**config.mk**
```make
export PLATFORM = sky130hd
export DESIGN_NAME = seg7_scan_display_flat
export DESIGN_NICKNAME = d
export VERILOG_FILES = /design/src/rtl/seg7_scan_display_if.sv /design/src/rtl/seg7_scan_display.sv /design/src/flat_wrapper.sv
export SDC_FILE = /design/constraint.sdc
export NUM_CORES = 1
export LEC_CHECK = 0
export ABC_AREA = 1
export ABC_CLOCK_PERIOD_IN_PS = 2600
export CORE_ASPECT_RATIO = 2
export CORE_MARGIN = 10
export CORE_UTILIZATION = 35
export DETAILED_ROUTE_END_ITERATION = 8
export PLACE_DENSITY = 0.68
export SYNTH_ARGS = -nofsm -noshare
export SYNTH_HDL_FRONTEND = slang
export SYNTH_SLANG_ARGS = --single-unit
```
**constraint.sdc**
```tcl
create_clock -name Clk -period 2.6 [get_ports Clk]
set_input_delay 0.78 -clock Clk [delete_from_list [all_inputs] [get_ports Clk]]
set_output_delay 0.78 -clock Clk [all_outputs]
set_load 0.05 [all_outputs]
```
**src/rtl/seg7_scan_display_if.sv**
```systemverilog
// Signal bundle between the CPU-side wrapper and the 7-segment scan driver.
// The master drives the display sources; the slave is the scan driver.
interface seg7_scan_display_if;
  logic [31:0] value_in;
  logic [31:0] pc_in;
  logic        sel_pc;
  logic        blank_lz;
  logic [3:0]  an;
  logic [6:0]  seg;
  logic        dp;
  logic        frame_tick;

  modport master (
    output value_in, pc_in, sel_pc, blank_lz,
    input  an, seg, dp, frame_tick
  );

  modport slave (
    input  value_in, pc_in, sel_pc, blank_lz,
    output an, seg, dp, frame_tick
  );
endinterface

```
**src/rtl/seg7_scan_display.sv**
```systemverilog
// Four-digit hex scan driver for a common-anode 7-segment display.
// Source is snapshotted once per frame so a changing value never tears.
module seg7_scan_display #(
  parameter int REFRESH_DIV = 50000
) (
  input logic                 Clk,
  input logic                 reset,
  seg7_scan_display_if.slave  disp
);

  localparam int              PW = (REFRESH_DIV > 2) ? $clog2(REFRESH_DIV) : 1;
  localparam logic [PW-1:0]   TC = PW'(REFRESH_DIV - 1);

  logic [PW-1:0] presc_q, presc_d;
  logic [1:0]    idx_q, idx_d;
  logic [15:0]   snap_q, snap_d;
  logic          snap_pc_q, snap_pc_d;
  logic          wrap_q, wrap_d;
  logic [3:0]    an_q, an_d;
  logic [6:0]    seg_q, seg_d;
  logic          dp_q, dp_d;
  logic          ft_q, ft_d;

  logic          scan_tick;
  logic [3:0]    nib;
  logic          blank;

  function automatic logic [6:0] hex7(input logic [3:0] n);
    logic [6:0] s;
    case (n)
      4'h0: s = 7'h40;
      4'h1: s = 7'h79;
      4'h2: s = 7'h24;
      4'h3: s = 7'h30;
      4'h4: s = 7'h19;
      4'h5: s = 7'h12;
      4'h6: s = 7'h02;
      4'h7: s = 7'h78;
      4'h8: s = 7'h00;
      4'h9: s = 7'h10;
      4'hA: s = 7'h08;
      4'hB: s = 7'h03;
      4'hC: s = 7'h46;
      4'hD: s = 7'h21;
      4'hE: s = 7'h06;
      default: s = 7'h0E;
    endcase
    return s;
  endfunction

  always_comb begin
    scan_tick = (presc_q == TC);
    presc_d   = scan_tick ? '0 : presc_q + PW'(1);
    idx_d     = scan_tick ? idx_q + 2'd1 : idx_q;
    wrap_d    = scan_tick && (idx_q == 2'd3);
    snap_d    = snap_q;
    snap_pc_d = snap_pc_q;
    if (wrap_d) begin
      snap_d    = disp.sel_pc ? disp.pc_in[15:0] : disp.value_in[15:0];
      snap_pc_d = disp.sel_pc;
    end
    // frame_tick trails the load by one cycle so it lines up with digit 0 on an
    ft_d = wrap_q;

    nib = snap_q[{idx_q, 2'b00} +: 4];
    case (idx_q)
      2'd1:    blank = disp.blank_lz && (snap_q[15:4] == 12'h000);
      2'd2:    blank = disp.blank_lz && (snap_q[15:8] == 8'h00);
      2'd3:    blank = disp.blank_lz && (snap_q[15:12] == 4'h0);
      default: blank = 1'b0;
    endcase

    an_d  = blank ? 4'hF : ~(4'b0001 << idx_q);
    seg_d = blank ? 7'h7F : hex7(nib);
    dp_d  = ~((idx_q == 2'd0) && snap_pc_q);
  end

  always_ff @(posedge Clk or negedge reset) begin
    if (!reset) begin
      presc_q   <= '0;
      idx_q     <= 2'd0;
      snap_q    <= 16'h0000;
      snap_pc_q <= 1'b0;
      wrap_q    <= 1'b0;
      an_q      <= 4'hF;
      seg_q     <= 7'h7F;
      dp_q      <= 1'b1;
      ft_q      <= 1'b0;
    end else begin
      presc_q   <= presc_d;
      idx_q     <= idx_d;
      snap_q    <= snap_d;
      snap_pc_q <= snap_pc_d;
      wrap_q    <= wrap_d;
      an_q      <= an_d;
      seg_q     <= seg_d;
      dp_q      <= dp_d;
      ft_q      <= ft_d;
    end
  end

  assign disp.an         = an_q;
  assign disp.seg        = seg_q;
  assign disp.dp         = dp_q;
  assign disp.frame_tick = ft_q;

endmodule

```
**src/flat_wrapper.sv**
```systemverilog
// flat-port wrapper written by rule: the top's interface ports become plain ports
module seg7_scan_display_flat 
#(
  parameter int REFRESH_DIV = 50000
)
  (Clk, reset, disp_value_in, disp_pc_in, disp_sel_pc, disp_blank_lz, disp_an, disp_seg, disp_dp, disp_frame_tick);
  seg7_scan_display_if disp_i ();
  input logic Clk;
  input logic reset;
  input wire logic [$bits(disp_i.value_in)-1:0] disp_value_in;
  input wire logic [$bits(disp_i.pc_in)-1:0] disp_pc_in;
  input wire logic [$bits(disp_i.sel_pc)-1:0] disp_sel_pc;
  input wire logic [$bits(disp_i.blank_lz)-1:0] disp_blank_lz;
  output wire logic [$bits(disp_i.an)-1:0] disp_an;
  output wire logic [$bits(disp_i.seg)-1:0] disp_seg;
  output wire logic [$bits(disp_i.dp)-1:0] disp_dp;
  output wire logic [$bits(disp_i.frame_tick)-1:0] disp_frame_tick;
  assign disp_i.value_in = disp_value_in;
  assign disp_i.pc_in = disp_pc_in;
  assign disp_i.sel_pc = disp_sel_pc;
  assign disp_i.blank_lz = disp_blank_lz;
  assign disp_an = disp_i.an;
  assign disp_seg = disp_i.seg;
  assign disp_dp = disp_i.dp;
  assign disp_frame_tick = disp_i.frame_tick;
  seg7_scan_display #(.REFRESH_DIV(REFRESH_DIV)) u_core (.Clk(Clk), .reset(reset), .disp(disp_i));
endmodule
```
==> results.cfg, run 1 <==
[setup_path]
worst-path-max-fanout = 1
worstSetupStartpointType = flip-flop
crit_chain = clkdlybuf4s50_1
worstSetupEndpointType = primary output
cp_top_family = buffers and inverters
slowest_delay_ns = 0.80
slowest_stage = clkdlybuf4s50_1
path_class = reg -> out
startpoint = u_core.disp.seg[2]
r2r_end = u_core.disp.seg[6]
rr_worst_depth = 10
endpoint = disp_seg[2]
worstSetupPathDepth = 1
required_ns = 1.82
critPathArrivalTime_ns = 1.61
regToRegSetupSlack_ns = 0.77
timing.rr.start = u_core.idx_q[0]
path_buf_inv = 1

[global_route]
antenna_found_initial = 0
grt_use_total_pct = 10.2
grt_pass1_vias = 2210
gr-usage-met2_pct = 18.6
met3_usage_pct = 2.44
grt_pass1_wl_um = 9480
grt_use_met1_pct = 9.76
gr-total-overflow = 0
grt.busiest_layer = met2
grt_max_degree = 35

[timing]
fin_crit_sh_pct = 91.9
max_slew_margin_pct = 61.6
setup_ws_ns = 0.210
rsz0062_at_grt = false
finalSetupViolations = 0
skew_ns = 0.00891
report.final.slew_viol_count = 0
tightest_slew_ns = 0.576
finalCriticalPeriod_ns = 2.39
finalHoldViolCount = 0
max_freq_ghz = 0.418
tns_ns = 0

[yosys]
synthAdderAreaFrac_pct = 5.14
synth_top_family_by_area = simple AND/OR/NAND/NOR gates
syn-num-nets = 388
synth_xor_area_share_pct = 2.62
synth-simple-area-share_pct = 26.6
syn_avg_cell_area_sq_um = 8.67
muxShareOfSynthArea_pct = 5.98
synth.yosys.warnings = 0
yosys.cell_types.count = 29
synthesis.area_sq_mm = 0.00268
yosysSeqAreaShare_pct = 46.4
synth_edf_count = 0
async_flop_share_pct = 100
synthFlopType = dfrtp_1
synth-compound-area-share_pct = 6.87
ys_ff_latch = 49
synthCells = 309

[detailed_routing]
via_per_inst = 4.67
antenna_left = 0
drt_iter0_drc = 120
firstDrtPassIters = 4
drcViolationCount = 0
wl_um = 5550
vias = 2126
wl_per_cell_um = 12.2

[floorplanning]
die_w_um = 81.8
die_area_sq_mm = 0.0118
fp.coreArea_sq_mm = 0.00754
die_y_um = 144
initial_core_util_pct = 35.5
rows = 45
ioPinCount = 81

[power]
internal-power_mw = 1.30
switching_share_pct = 19.5
p_per_area_mw_per_mm2 = 473
leakage_nw = 1.63
p_sw_mw = 0.316
clkPwrFrac_pct = 46.9
seq_power_share_pct = 47.2
power_frac_comb_pct = 5.9
max-vdd-ir-drop_v = 0.000494

[place]
gp_congestion = 0.837
pre_cts_slack_ns = 0.512
place_hpwl_um = 4470
dpl_cell_area_sq_mm = 0.00325
port_buffers = 48

[cts]
clock_latency_ns = 0.30
cts.sinks = 49
postCtsHoldBufs = 0
clk_pin_slew_ns = 0.06
cts_root_buf = clkbuf_16
tritoncts = done
post_cts_buffers = 0
cts_buffers = 5
clockBufferDepth = 2
cts_resized = 0
htree_levels = 2

[hold_path]
hp-class = reg -> reg

[cells_and_area]
fin_nets = 439
drive_gt1_share_pct = 13.9
n_fill_cell = 747
post-route-util_pct = 45.4
area_delta_synth_final_pct = 27.9
diodes = 0
stdcell_area_sq_mm = 0.00342

[job]
maxCapViolations = 0

[run_status]
status = complete, no violations
per-layer routing:
| layer | routed length (um) | vias to the layer above | share of wire, % |
|---|---|---|---|
| li1 | - | 1092 | - |
| met1 | 2010 | 973 | 36 |
| met2 | 3120 | 46 | 56 |
| met3 | 233 | 15 | 4.2 |
| met4 | 177 | 0 | 3.2 |
| met5 | 0 | - | 0 |
Yosys cell counts (2+ instances only):
| cell type | number | share of area, % |
|---|---|---|
| a21oi_1 | 2 | 0.37 |
| buf_2 | 2 | 0.37 |
| buf_6 | 3 | 1.3 |
| dfrtp_1 | 37 | 35 |
| dfstp_2 | 12 | 12 |
| ha_1 | 11 | 5.1 |
| inv_1 | 28 | 3.9 |
| mux2i_1 | 16 | 6.0 |
| nand2_1 | 90 | 13 |
| nand2_2 | 3 | 0.70 |
| nand3_1 | 35 | 6.5 |
| nand4_1 | 2 | 0.47 |
| nor2_1 | 24 | 3.4 |
| nor2_4 | 2 | 0.84 |
| nor3_1 | 4 | 0.75 |
| o21ai_0 | 3 | 0.56 |
| o21ai_2 | 16 | 5.2 |
| xor2_1 | 8 | 2.6 |
placed cells by master, fill, tap and decap left out, types with 2 or more instances in the layout:
| cell | Yosys | layout |
|---|---|---|
| nand4_1 | 2 | 2 |
| nor2_4 | 2 | 2 |
| inv_1 | 28 | 28 |
| nor3_1 | 4 | 4 |
| dfrtp_1 | 37 | 37 |
| a21oi_1 | 2 | 2 |
| nor2_1 | 24 | 24 |
| o21ai_2 | 16 | 16 |
| clkdlybuf4s50_1 | 0 | 47 |
| dfstp_2 | 12 | 12 |
| xor2_1 | 8 | 8 |
| nand2_2 | 3 | 3 |
| ha_1 | 11 | 11 |
| clkbuf_16 | 0 | 5 |
| o21ai_0 | 3 | 3 |
| nand3_1 | 35 | 35 |
| nand2_1 | 90 | 90 |
| mux2i_1 | 16 | 16 |
registers in the layout (all words and copies together), names as in the netlist:
| name | flops |
|---|---|
| u_core.disp.an | 4 |
| u_core.disp.dp | 1 |
| u_core.disp.frame_tick | 1 |
| u_core.disp.seg | 7 |
| u_core.ft_d | 1 |
| u_core.idx_q | 2 |
| u_core.presc_q | 16 |
| u_core.snap_pc_q | 1 |
| u_core.snap_q | 16 |
cell type report:
| class | instances | area, sq um | share of cell area (%) |
|---|---|---|---|
| clock buffer | 6 | 139 | 4.06 |
| multi-input combinational | 223 | 1260 | 37.0 |
| clock inverter | 2 | 37.5 | 1.10 |
| inverter | 31 | 120 | 3.51 |
| tap | 94 | 118 | 3.44 |
| timing repair buffer | 50 | 503 | 14.7 |
| sequential | 49 | 1240 | 36.3 |
how the worst min path moves through the flow:
stage | from | endpoint | slack (ns) | depth (start not counted)
after global routing | u_core.ft_d | u_core.disp.frame_tick | 0.36 | 0
after detailed placement | u_core.ft_d | u_core.disp.frame_tick | 0.34 | 0
after CTS | u_core.ft_d | u_core.disp.frame_tick | 0.35 | 0
after global placement | u_core.ft_d | u_core.disp.frame_tick | 0.34 | 0
after floorplan | u_core.ft_d | u_core.disp.frame_tick | 0.33 | 0
final | u_core.ft_d | u_core.disp.frame_tick | 0.35 | 0
power by group through the flow:
stage	combinational (mW)	clock [mW]	sequential, mW
2_1_floorplan	0.0254	0	0.777
3_3_place_gp	0.0977	0	0.777
6_report	0.0962	0.759	0.763
4_1_cts	0.0995	0.781	0.763
3_5_place_dp	0.0993	0	0.777
5_1_grt	0.106	0.805	0.763
cells by family (layout without fill, tap and decap cells):
group,Yosys count,in the layout
adder cells (fa/ha/maj),11,11
flip-flops,49,49
AND/OR/NAND/NOR,164,164
AO/OA/AOI/OAI,24,24
multiplexers,16,16
buffers and inverters,37,89
XOR/XNOR,8,8
worst register-to-register path, delay by kind of cell, from the launching register on:
kind / cells / cell delay [ns]
simple gates: 7 / 0.69
flops: 1 / 0.59
buf+inv: 2 / 0.25
fa+ha+maj: 1 / 0.23
per-stage QoR:
| stage | std cells | power (mW) | hold slack (ns) |
|---|---|---|---|
| after floorplan | 309 | 0.802 | 0.331 |
| after CTS | 455 | 1.64 | 0.351 |
| after global routing | 455 | 1.67 | 0.365 |
| after detailed placement | 447 | 0.876 | 0.336 |
| final | 455 | 1.62 | 0.348 |
| after global placement | 447 | 0.874 | 0.337 |
Power figures use the tool's default switching activity.
==> run 2: changes to the inputs <==
--- a/config.mk
+++ b/config.mk
@@ -8,10 +8,11 @@
 export ABC_AREA = 1
 export ABC_CLOCK_PERIOD_IN_PS = 2600
 export CORE_ASPECT_RATIO = 2
-export CORE_MARGIN = 10
+export CORE_MARGIN = 1
 export CORE_UTILIZATION = 35
 export DETAILED_ROUTE_END_ITERATION = 8
 export PLACE_DENSITY = 0.68
+export SETUP_SLACK_MARGIN = 0.1
 export SYNTH_ARGS = -nofsm -noshare
 export SYNTH_HDL_FRONTEND = slang
 export SYNTH_SLANG_ARGS = --single-unit
==> results.cfg, run 2 (synthesis results as in run 1) <==
[cells_and_area]
post-route-util_pct = 46.2
n_fill_cell = 713
area_delta_synth_final_pct = 26.4
fin_nets = 440
fin_cells = 454
drive_gt1_share_pct = 13.5
final_cell_mix = nand2_1 (90), clkdlybuf4s50_1 (47), dfrtp_1 (37)
diodes = 0
final_common_cell = nand2_1

[timing]
report.final.slew_viol_count = 0
fin_crit_sh_pct = 91.2
tns_ns = 0
finalCriticalPeriod_ns = 2.37
rsz0062_at_grt = false
max_slew_margin_pct = 61.7
finalSetupViolations = 0
finalHoldViolCount = 0
max_freq_ghz = 0.422
setup_ws_ns = 0.228
tightest_slew_ns = 0.574
skew_ns = 0.00458

[global_route]
grt_use_total_pct = 14.2
grt_max_degree = 35
antenna_found_initial = 0
grt_pass1_wl_um = 8970
grt_pass1_vias = 2031
gr-total-overflow = 0

[job]
maxCapViolations = 0

[hold_path]
worstHoldPathCells = 0
hp-start = u_core.ft_d
min_to = u_core.disp.frame_tick
hp-class = reg -> reg

[cts]
post_cts_buffers = 0
clk_pin_slew_ns = 0.06
cts.sinks = 49
postCtsHoldBufs = 0
cts_buffers = 5
htree_levels = 2
cts_resized = 0
tritoncts = done
clockBufferDepth = 2
cts_root_buf = clkbuf_16
clock_latency_ns = 0.29

[power]
p_per_area_mw_per_mm2 = 444
p_total_mw = 1.50
internal-power_mw = 1.21
max-vdd-ir-drop_v = 0.000365
leakage_nw = 1.61
p_sw_mw = 0.299
power_frac_comb_pct = 6.3
seq_power_share_pct = 50.7
clkPwrFrac_pct = 42.9
switching_share_pct = 19.9

[setup_path]
r2r_end = u_core.disp.seg[6]
regToRegSetupSlack_ns = 0.78
rr_worst_depth = 10
path_buf_inv = 1
crit_chain = clkdlybuf4s50_1
path_class = reg -> out
worstSetupEndpointType = primary output
worstSetupStartpointType = flip-flop
slowest_delay_ns = 0.79
critPathArrivalTime_ns = 1.59
cp_top_family = buffers and inverters
slowest_stage = clkdlybuf4s50_1
worst-path-max-fanout = 1
timing.rr.start = u_core.idx_q[0]
required_ns = 1.82

[floorplanning]
initial_core_util_pct = 36.6
die_w_um = 63.8
die_y_um = 126
die_area_sq_mm = 0.00803
ioPinCount = 81
fp.coreArea_sq_mm = 0.00732
rows = 44

[run_status]
status = complete, no violations

[place]
dp.cells = 446
port_buffers = 48
place_hpwl_um = 3990
pre_cts_slack_ns = 0.520
gp_congestion = 0.823

[detailed_routing]
wl_um = 5130
firstDrtPassIters = 4
wl_per_cell_um = 11.3
vias = 2086
drt_iter0_drc = 52
via_per_inst = 4.59
antenna_left = 0
drcViolationCount = 0
run 2: changes by cell type in the layout (fill, tap and decap cells not counted):
cell and change:
bufinv_16 -1, clkbuf_1 +2, buf_12 -1, clkinvlp_4 -1, buf_4 +2
run 2: stage by stage:
step	cell area [sq um]	hold slack [ns]
floorplan	2680	0.331
global placement	3240	0.341
detailed placement	3240	0.343
CTS	3390	0.351
global route	3390	0.359
finish	3390	0.348
run 2: area by class of cell:
class | count | area [sq um] | area share (%)
inverter | 31 | 120 | 3.55
tap | 92 | 115 | 3.40
clock buffer | 8 | 146 | 4.32
sequential | 49 | 1240 | 36.7
timing repair buffer | 51 | 498 | 14.7
multi-input combinational | 223 | 1260 | 37.4
run 2: power by group through the flow:
stage | clock [mW] | combinational [mW] | sequential [mW]
final | 0.646 | 0.0951 | 0.763
after global routing | 0.689 | 0.105 | 0.763
after floorplan | 0 | 0.0254 | 0.777
after detailed placement | 0 | 0.0977 | 0.777
after global placement | 0 | 0.0957 | 0.777
after CTS | 0.659 | 0.0977 | 0.763
run 2: worst max path at each step:
stage                       startpoint           endpoint  cells past startpoint
finish              u_core.disp.seg[2]        disp_seg[2]                      1
global route        u_core.disp.seg[5]        disp_seg[5]                      1
CTS                 u_core.disp.seg[2]        disp_seg[2]                      1
detailed placement  u_core.disp.seg[2]        disp_seg[2]                      1
global placement    u_core.disp.seg[2]        disp_seg[2]                      1
floorplan                  disp_sel_pc  u_core.snap_q[10]                      4
run 2: layer usage:
layer  track usage [%]  vias up  share of wire [%]
met5                 0        -                  0
met4              9.22        0                3.9
met3              1.54       17                2.2
met2              25.7       47                 56
met1              14.9      936                 38
li1                  -     1086                  -
==> run 3: changes to the inputs <==
--- a/config.mk
+++ b/config.mk
@@ -9,9 +9,10 @@
 export ABC_CLOCK_PERIOD_IN_PS = 2600
 export CORE_ASPECT_RATIO = 2
 export CORE_MARGIN = 1
-export CORE_UTILIZATION = 35
+export CORE_UTILIZATION = 50
+export CTS_BUF_LIST = sky130_fd_sc_hd__clkbuf_8 sky130_fd_sc_hd__clkbuf_16
 export DETAILED_ROUTE_END_ITERATION = 8
-export PLACE_DENSITY = 0.68
+export PLACE_DENSITY = 0.83
 export SETUP_SLACK_MARGIN = 0.1
 export SYNTH_ARGS = -nofsm -noshare
 export SYNTH_HDL_FRONTEND = slang
==> results.cfg, run 3 (synthesis results as in run 1) <==
[cts]
cts_resized = 0
cts.sinks = 49
clock_latency_ns = 0.32
clk_pin_slew_ns = 0.09
htree_levels = 2
postCtsHoldBufs = 0
cts_buffers = 5
clockBufferDepth = 2
tritoncts = done
cts_root_buf = clkbuf_8
post_cts_buffers = 0

[setup_path]
worstSetupEndpointType = primary output
path_class = reg -> out
cp_top_family = buffers and inverters
slowest_delay_ns = 0.79
critPathArrivalTime_ns = 1.63
worst-path-max-fanout = 1
worstSetupStartpointType = flip-flop
crit_chain = clkdlybuf4s50_1
path_buf_inv = 1
slowest_stage = clkdlybuf4s50_1
required_ns = 1.82

[place]
dp.cells = 411
gp_congestion = 0.911
port_buffers = 48
dpl_cell_area_sq_mm = 0.00319
place_hpwl_um = 3930
pre_cts_slack_ns = 0.524

[timing]
fin_crit_sh_pct = 92.8
finalHoldViolCount = 0
finalCriticalPeriod_ns = 2.41
max_slew_margin_pct = 60.9
report.final.slew_viol_count = 0
whs_ns = 0.371
skew_ns = 0.0140
tns_ns = 0
tightest_slew_ns = 0.586
finalSetupViolations = 0
max_freq_ghz = 0.414
rsz0062_at_grt = false
setup_ws_ns = 0.187

[floorplanning]
die_area_sq_mm = 0.00567
fp.coreArea_sq_mm = 0.00514
ioPinCount = 81
rows = 37
die_y_um = 105
initial_core_util_pct = 52.1
die_w_um = 53.7

[detailed_routing]
drcViolationCount = 0
antenna_left = 0
wl_per_cell_um = 12.4
wl_um = 5200
via_per_inst = 5.18
drt_iter0_drc = 41
vias = 2169
firstDrtPassIters = 4

[cells_and_area]
area_delta_synth_final_pct = 23.4
fin_nets = 439
n_fill_cell = 410
fin_cells = 419
diodes = 0
post-route-util_pct = 64.3
drive_gt1_share_pct = 13.9
final_common_cell = nand2_1
final_cell_mix = nand2_1 (90), clkdlybuf4s50_1 (47), dfrtp_1 (37)
stdcell_area_sq_mm = 0.00330

[global_route]
grt_max_degree = 50
antenna_found_initial = 0
grt_pass1_wl_um = 9160
grt_pass1_vias = 2186
grt_use_total_pct = 22.1
gr-total-overflow = 0

[run_status]
status = complete, no violations

[power]
p_total_mw = 1.41
p_per_area_mw_per_mm2 = 427
leakage_nw = 1.59
max-vdd-ir-drop_v = 0.000479

[job]
maxCapViolations = 0

[hold_path]
hp-class = reg -> reg
==> run 3: cell types whose count changed in the layout (fill, tap and decap cells not counted) <==
cell,delta
clkbuf_16,-5
clkbuf_1,-2
bufinv_16,+1
clkinvlp_4,+1
buf_4,-1
clkbuf_8,+4
clkinv_4,+1
==> run 3: per-layer routing <==
metal  share of wire, %  track usage [%]  vias up
li1                   -                -     1086
met3                2.3             4.47       14
met5                  0                0        -
met4                3.5             12.8        0
met2                 58             39.2       44
met1                 36             21.9     1025
==> run 3: worst paths after layout <==
path | startpoint | endpoint | slack [ns] | depth (start not counted)
setup / recovery | u_core.disp.an[0] | disp_an[0] | 0.19 | 1
hold / removal | u_core.ft_d | u_core.disp.frame_tick | 0.37 | 0
setup reg to reg | u_core.idx_q[0] | u_core.disp.seg[6] | 0.77 | 10
hold reg to reg | u_core.ft_d | u_core.disp.frame_tick | 0.37 | 0
max in group asynchronous | reset | u_core.snap_q[2] | 1.66 | 2
min in group asynchronous | reset | u_core.presc_q[7] | 0.53 | 2
==> run 3: layout make-up <==
type / instances / area [sq um] / area share (%)
clock buffer: 5 / 68.8 / 2.08
clock inverter: 3 / 46.3 / 1.40
inverter: 31 / 120 / 3.63
multi-input combinational: 223 / 1260 / 38.3
sequential: 49 / 1240 / 37.6
tap: 58 / 72.6 / 2.20
timing repair buffer: 50 / 490 / 14.8
==> run 3: power by group <==
group	switching (mW)	internal [mW]
Combinational	0.0358	0.0579
Sequential	0	0.762
Clock	0.267	0.288
